===== src/rtl/my_nand2_pkg.sv =====
// Shared definitions for the clocked NAND primitive and its activity monitor.
// Latency: n/a (types, constants and a pure function only).
// Backpressure: n/a.
//
// Contents:
//   DEF_WIDTH  - default operand width
//   DEF_CNT_W  - default transition-counter width
//   MAX_W      - widest operand the primitive accepts
//   vec_t      - MAX_W-wide vector used by nand_vec
//   nand_vec   - bitwise NAND of two vectors
package gate_pkg;

    localparam int DEF_WIDTH = 1;
    localparam int DEF_CNT_W = 16;
    localparam int MAX_W     = 64;

    typedef logic [MAX_W-1:0] vec_t;

    // Plain operator form so X/Z propagate with normal Verilog NAND rules:
    // a 0 on either input forces 1, otherwise an X/Z input yields X.
    // Callers narrower than MAX_W zero-extend their operands; the padded
    // bits come out as 1 and are cut off again by the caller's cast.
    function automatic vec_t nand_vec(input vec_t a, input vec_t b);
        return ~(a & b);
    endfunction

endpackage


===== src/rtl/my_nand2_if.sv =====
// Operand/result bundle of the clocked NAND primitive.
// Latency: n/a (wires only).
// Backpressure: none; the primitive accepts new operands every cycle.
//
// Signals:
//   A, B       - operands (driven by the master)
//   Y          - combinational NAND of A and B
//   Y_q        - NAND result registered on the rising clock edge
//   y_changed  - one-cycle pulse when Y_q took a new value
//   chg_count  - saturating count of cycles in which Y_q changed
// Modports: master drives operands and observes results; slave is the gate.
interface my_nand2_if
    import gate_pkg::*;
#(
    parameter int WIDTH = DEF_WIDTH,
    parameter int CNT_W = DEF_CNT_W
);

    logic [WIDTH-1:0] A;
    logic [WIDTH-1:0] B;
    logic [WIDTH-1:0] Y;
    logic [WIDTH-1:0] Y_q;
    logic             y_changed;
    logic [CNT_W-1:0] chg_count;

    modport master (
        output A,
        output B,
        input  Y,
        input  Y_q,
        input  y_changed,
        input  chg_count
    );

    modport slave (
        input  A,
        input  B,
        output Y,
        output Y_q,
        output y_changed,
        output chg_count
    );

endinterface


===== src/rtl/my_nand2_sat_counter.sv =====
// Saturating up-counter for activity statistics.
// Latency: count reflects inc one cycle after the edge that samples it.
// Backpressure: none; once at the maximum, further increments are dropped.
//
// Ports:
//   clk   - rising-edge clock
//   rst   - asynchronous active-high reset, clears count to 0
//   inc   - add one to count on this edge (unless saturated)
//   count - current count, holds at 2^CNT_W - 1
module sat_counter #(
    parameter int CNT_W = 16
) (
    input  logic             clk,
    input  logic             rst,
    input  logic             inc,
    output logic [CNT_W-1:0] count
);

    localparam logic [CNT_W-1:0] CNT_MAX = '1;

    logic [CNT_W-1:0] count_q;
    logic [CNT_W-1:0] count_d;

    always_comb begin
        count_d = count_q;
        // Saturate instead of wrapping so a long-running monitor never
        // reports a small count after heavy activity.
        if (inc && (count_q != CNT_MAX)) begin
            count_d = count_q + 1'b1;
        end
    end

    always_ff @(posedge clk or posedge rst) begin
        if (rst) begin
            count_q <= '0;
        end else begin
            count_q <= count_d;
        end
    end

    assign count = count_q;

endmodule


===== src/rtl/my_nand2.sv =====
// Bitwise 2-input NAND with a zero-latency path and a registered, activity-counted mirror.
// Latency: Y is combinational; Y_q, y_changed and chg_count update one edge after the operands.
// Backpressure: none; operands are sampled every rising edge.
//
// Ports:
//   clk  - rising-edge clock
//   rst  - asynchronous active-high reset (Y_q -> all ones, pulse and count -> 0)
//   bus  - my_nand2_if.slave: A, B in; Y, Y_q, y_changed, chg_count out
module my_nand2
    import gate_pkg::*;
#(
    parameter int WIDTH = DEF_WIDTH,
    parameter int CNT_W = DEF_CNT_W
) (
    input  logic           clk,
    input  logic           rst,
    my_nand2_if.slave      bus
);

    logic [WIDTH-1:0] y_nand;
    logic [WIDTH-1:0] y_q_q;
    logic [WIDTH-1:0] y_q_d;
    logic             y_changed_q;
    logic             y_changed_d;

    // Shared NAND result: feeds the output directly and is what the
    // register captures, so Y and Y_q can never disagree in function.
    assign y_nand = WIDTH'(nand_vec(MAX_W'(bus.A), MAX_W'(bus.B)));
    assign bus.Y  = y_nand;

    always_comb begin
        y_q_d       = y_nand;
        // Compare the value about to be captured with the one held now;
        // the pulse then lines up with the edge that changes Y_q.
        y_changed_d = |(y_q_d ^ y_q_q);
    end

    // All ones on reset: the NAND of idle 0/0 operands, so the first edge
    // after release with idle inputs is not counted as a transition.
    always_ff @(posedge clk or posedge rst) begin
        if (rst) begin
            y_q_q       <= '1;
            y_changed_q <= 1'b0;
        end else begin
            y_q_q       <= y_q_d;
            y_changed_q <= y_changed_d;
        end
    end

    // Fed with the next-cycle pulse so the count already includes a change
    // in the same cycle that y_changed reports it.
    sat_counter #(
        .CNT_W (CNT_W)
    ) u_chg_cnt (
        .clk   (clk),
        .rst   (rst),
        .inc   (y_changed_d),
        .count (bus.chg_count)
    );

    assign bus.Y_q       = y_q_q;
    assign bus.y_changed = y_changed_q;

endmodule


===== src/flat_wrapper.sv =====
// flat-port wrapper written by rule: the top's interface ports become plain ports
module my_nand2_flat import gate_pkg::*;
#(
    parameter int WIDTH = DEF_WIDTH,
    parameter int CNT_W = DEF_CNT_W
)
  (clk, rst, bus_A, bus_B, bus_Y, bus_Y_q, bus_y_changed, bus_chg_count);
  my_nand2_if #(.WIDTH(WIDTH), .CNT_W(CNT_W)) bus_i ();
  input  logic clk;
  input  logic rst;
  input wire logic [$bits(bus_i.A)-1:0] bus_A;
  input wire logic [$bits(bus_i.B)-1:0] bus_B;
  output wire logic [$bits(bus_i.Y)-1:0] bus_Y;
  output wire logic [$bits(bus_i.Y_q)-1:0] bus_Y_q;
  output wire logic [$bits(bus_i.y_changed)-1:0] bus_y_changed;
  output wire logic [$bits(bus_i.chg_count)-1:0] bus_chg_count;
  assign bus_i.A = bus_A;
  assign bus_i.B = bus_B;
  assign bus_Y = bus_i.Y;
  assign bus_Y_q = bus_i.Y_q;
  assign bus_y_changed = bus_i.y_changed;
  assign bus_chg_count = bus_i.chg_count;
  my_nand2 #(.WIDTH(WIDTH), .CNT_W(CNT_W)) u_core (.clk(clk), .rst(rst), .bus(bus_i));
endmodule

===== config.mk =====
export PLATFORM = sky130hd
export DESIGN_NAME = my_nand2_flat
export DESIGN_NICKNAME = d
export VERILOG_FILES = /design/src/rtl/my_nand2_pkg.sv /design/src/rtl/my_nand2_if.sv /design/src/rtl/my_nand2_sat_counter.sv /design/src/rtl/my_nand2.sv /design/src/flat_wrapper.sv
export SDC_FILE = /design/constraint.sdc
export NUM_CORES = 1
export LEC_CHECK = 0
export ABC_AREA = 1
export CAP_MARGIN = 20
export CORE_MARGIN = 1.5
export CORE_UTILIZATION = 25
export DETAILED_ROUTE_END_ITERATION = 8
export PLACE_DENSITY = 0.43
export SLEW_MARGIN = 20
export SYNTH_ARGS = -nofsm -noshare
export SYNTH_HDL_FRONTEND = slang
export SYNTH_HIERARCHICAL = 1
export SYNTH_SLANG_ARGS = --single-unit

===== constraint.sdc =====
create_clock -name clk -period 2.5 [get_ports clk]
set_input_delay 0.625 -clock clk [delete_from_list [all_inputs] [get_ports clk]]
set_output_delay 0.625 -clock clk [all_outputs]
set_load 0.03 [all_outputs]

==> flow_metrics.py <==
metrics = {
    "clock_tree": {
        "insertion_delay_ns": 0.26,
        "post-cts-setup-buffer-count": 0,
        "cts_hold_buf": 0,
        "numCtsBuffers": 3,
        "cts-htree-levels": 1,
        "cts.reportedPaths.clkPinSlew_ns": 0.07,
        "clock_sink_count": 18,
        "cts_tree": "built",
        "ctsResizeCount": 0,
        "clock-root-buffer": "sky130_fd_sc_hd__clkbuf_8",
        "clk_path_buf_depth": 2,
    },
    "setup_path": {
        "path_buf_inv": 2,
        "path_max_fanout": 2,
        "setup.worst_path.start": "bus_A",
        "timing.setup.critical_path_class": "in -> out",
        "worstPathCellList": "clkdlybuf4s50_1 > nand2_1 > clkdlybuf4s50_1",
        "r2r_cells": 9,
        "timing.critical_path.arrival_ns": 1.80,
        "worst_setup_end_kind": "primary output",
        "cp.depth": 3,
        "setup.worst_path.start_class": "input port",
        "crit_path_max_incr_delay_ns": 0.67,
        "cp_slowest_cell": "sky130_fd_sc_hd__clkdlybuf4s50_1",
        "r2r-start": "u_core/u_chg_cnt/count[0]",
        "worst-endpoint-required_ns": 1.88,
        "critPathTopFamily": "buffers and inverters",
        "crit_path_frequent_cell": "sky130_fd_sc_hd__clkdlybuf4s50_1",
        "rrSetupSlack_ns": 0.76,
    },
    "routing": {
        "vias_per_cell": 4.39,
        "drt_drc": 0,
        "drt_iter0_markers": 12,
        "routed_wire_length_per_instance_um": 11.8,
        "final_antenna_net_count": 0,
        "detailed_route_wl_um": 2800,
        "drt_pre_antenna_iters": 4,
        "vias": 1040,
    },
    "die": {
        "num_rows": 24,
        "ios": 23,
        "floorplan.initialDensity_pct": 26.1,
        "core_area_mm2": 0.00438,
        "area_enclosed_by_the_die_boundary_mm2": 0.00499,
        "die_width_um": 70.7,
        "die_y_extent_um": 70.7,
    },
    "timing": {
        "timing.fmax_mhz": 412,
        "final-hold-violation-count": 0,
        "maxSlewViolCount": 0,
        "worst-slew-pin-transition_ns": 0.710,
        "slew_headroom_pct": 52.6,
        "final-setup-viol-count": 0,
        "finalCritPeriodShare_pct": 97.0,
        "grt_setup_unrepaired": "no",
        "clk_skew_ns": 0.00693,
        "finalSetupTns_ns": 0,
        "final.min_clock_period_ns": 2.43,
    },
    "status": {
        "outcome": "finished, final reports clean",
    },
    "yosys": {
        "yosysSeqAreaShare_pct": 39.5,
        "yosysWarnings": 6,
        "syn-num-nets": 163,
        "syn-instance-count": 158,
        "synth.distinct_cells": 18,
        "avgSynthCellArea_um2": 7.25,
        "postSynthRegisterBits": 18,
        "synthesis.area_mm2": 0.00114,
    },
    "pwr": {
        "power_density_mw_per_mm2": 761,
        "leakage_power_nw": 0.634,
        "worst_ir_drop_vdd_v": 0.000393,
    },
    "worst_hold_path": {
        "worst_hold_path_type": "in -> async",
    },
    "finish": {
        "layout.filler_cells": 480,
        "final_core_util_pct": 33.9,
        "areaGrowthSynthToFinish_pct": 29.7,
        "finalNetCount": 191,
        "drive_gt1_share_pct": 15.1,
        "diodes": 0,
        "layout.cells.most_common_list": "61 x sky130_fd_sc_hd__nand2_1, 22 x sky130_fd_sc_hd__clkdlybuf4s50_1, 17 x sky130_fd_sc_hd__inv_1, 17 x sky130_fd_sc_hd__dfrtp_1, 14 x sky130_fd_sc_hd__nor2_1",
        "most_frequent_standard_cell_in_the_layout_excluding_fill_and_tap_cells": "sky130_fd_sc_hd__nand2_1",
    },
    "flow_run": {
        "max_cap_viol_count": 0,
    },
    "global_route": {
        "total_global_routing_overflow": 0,
        "grtUsageTotal_pct": 12.2,
        "largest_net_degree_at_the_start_of_global_routing": 17,
        "global_route_wire_length_before_repair_um": 4780,
        "via_count_of_the_first_global_routing_pass": 1045,
        "antenna_violations_before_repair": 0,
    },
    "placement": {
        "placement.io_buffers": 22,
        "routabilityCongestion": 0.776,
        "hpwl_um": 2080,
    },
}
state kept, by name, indices dropped and copies added, names as in the netlist:
name / cells
u_core/bus.y_changed: 1
u_core/u_chg_cnt/count: 16
u_core/bus.Y_q: 1
stage by stage:
stage	setup WS, ns	hold WS [ns]	cells	area, um^2	power, mW
finish	0.0740	0.543	237	1490	1.13
global route	0.0149	0.564	237	1490	1.21
CTS	0.0712	0.540	237	1490	1.15
detailed placement	0.0717	0.542	233	1430	0.892
global placement	0.0763	0.508	233	1430	0.888
floorplan	0.776	0.365	158	1140	0.720
where the power goes:
part	total, mW	internal (mW)	switching [mW]
Combinational	0.451	0.179	0.272
Sequential	0.432	0.348	0.0838
Clock	0.248	0.140	0.108
Total	1.13	0.667	0.463
cells by family (layout without fill, tap and decap cells):
group / Yosys count / after routing / share of synthesized area, %
AND/OR/NAND/NOR: 106 / 106 / 42.8
AO/OA/AOI/OAI: 10 / 10 / 6.34
XOR/XNOR: 4 / 4 / 3.06
adder cells (fa/ha/maj): 1 / 1 / 1.09
flip-flops: 18 / 18 / 39.5
buffers and inverters: 19 / 46 / 7.21
cells in the mapped netlist:
master                     instances  area, um^2
sky130_fd_sc_hd__buf_8             1        15.0
sky130_fd_sc_hd__dfrtp_1          17         425
sky130_fd_sc_hd__dfstp_2           1        26.3
sky130_fd_sc_hd__ha_1              1        12.5
sky130_fd_sc_hd__inv_1            17        63.8
sky130_fd_sc_hd__inv_2             1        3.75
sky130_fd_sc_hd__nand2_1          61         229
sky130_fd_sc_hd__nand2_2           6        37.5
sky130_fd_sc_hd__nand3_1          10        50.1
sky130_fd_sc_hd__nand3b_1          2        15.0
sky130_fd_sc_hd__nand4_1           5        31.3
sky130_fd_sc_hd__nor2_1           14        52.6
sky130_fd_sc_hd__nor2_2            3        18.8
sky130_fd_sc_hd__nor2_4            5        56.3
sky130_fd_sc_hd__o21ai_1           4        20.0
sky130_fd_sc_hd__o21ai_2           6        52.6
sky130_fd_sc_hd__xnor2_1           2        17.5
sky130_fd_sc_hd__xor2_1            2        17.5
path summary, 6_finish.rpt:
| path | end |
|---|---|
| setup / recovery | bus_Y |
| hold / removal | u_core/bus.y_changed |
| setup reg to reg | u_core/u_chg_cnt/count[9] |
| hold reg to reg | u_core/u_chg_cnt/count[1] |
| max in group asynchronous | u_core/u_chg_cnt/count[3] |
| min in group clk | u_core/u_chg_cnt/count[1] |
metal layers:
metal  global-route usage, %  routed length (um)  share of wire, %
met5                       0                   0                 0
met4                    4.40                  14              0.50
met3                    2.28                  93               3.3
met2                    20.5                1330                47
met1                    15.6                1360                49
final cells by class:
cell class	instances	area (um^2)	share of cell area, %
inverters	18	67.6	4.55
repair buffers	24	235	15.8
well taps	52	65.1	4.38
multi-input cells	121	611	41.1
flip-flops and latches	18	452	30.4
clock buffers	4	55.1	3.71
(Power assumes the default switching activity.)
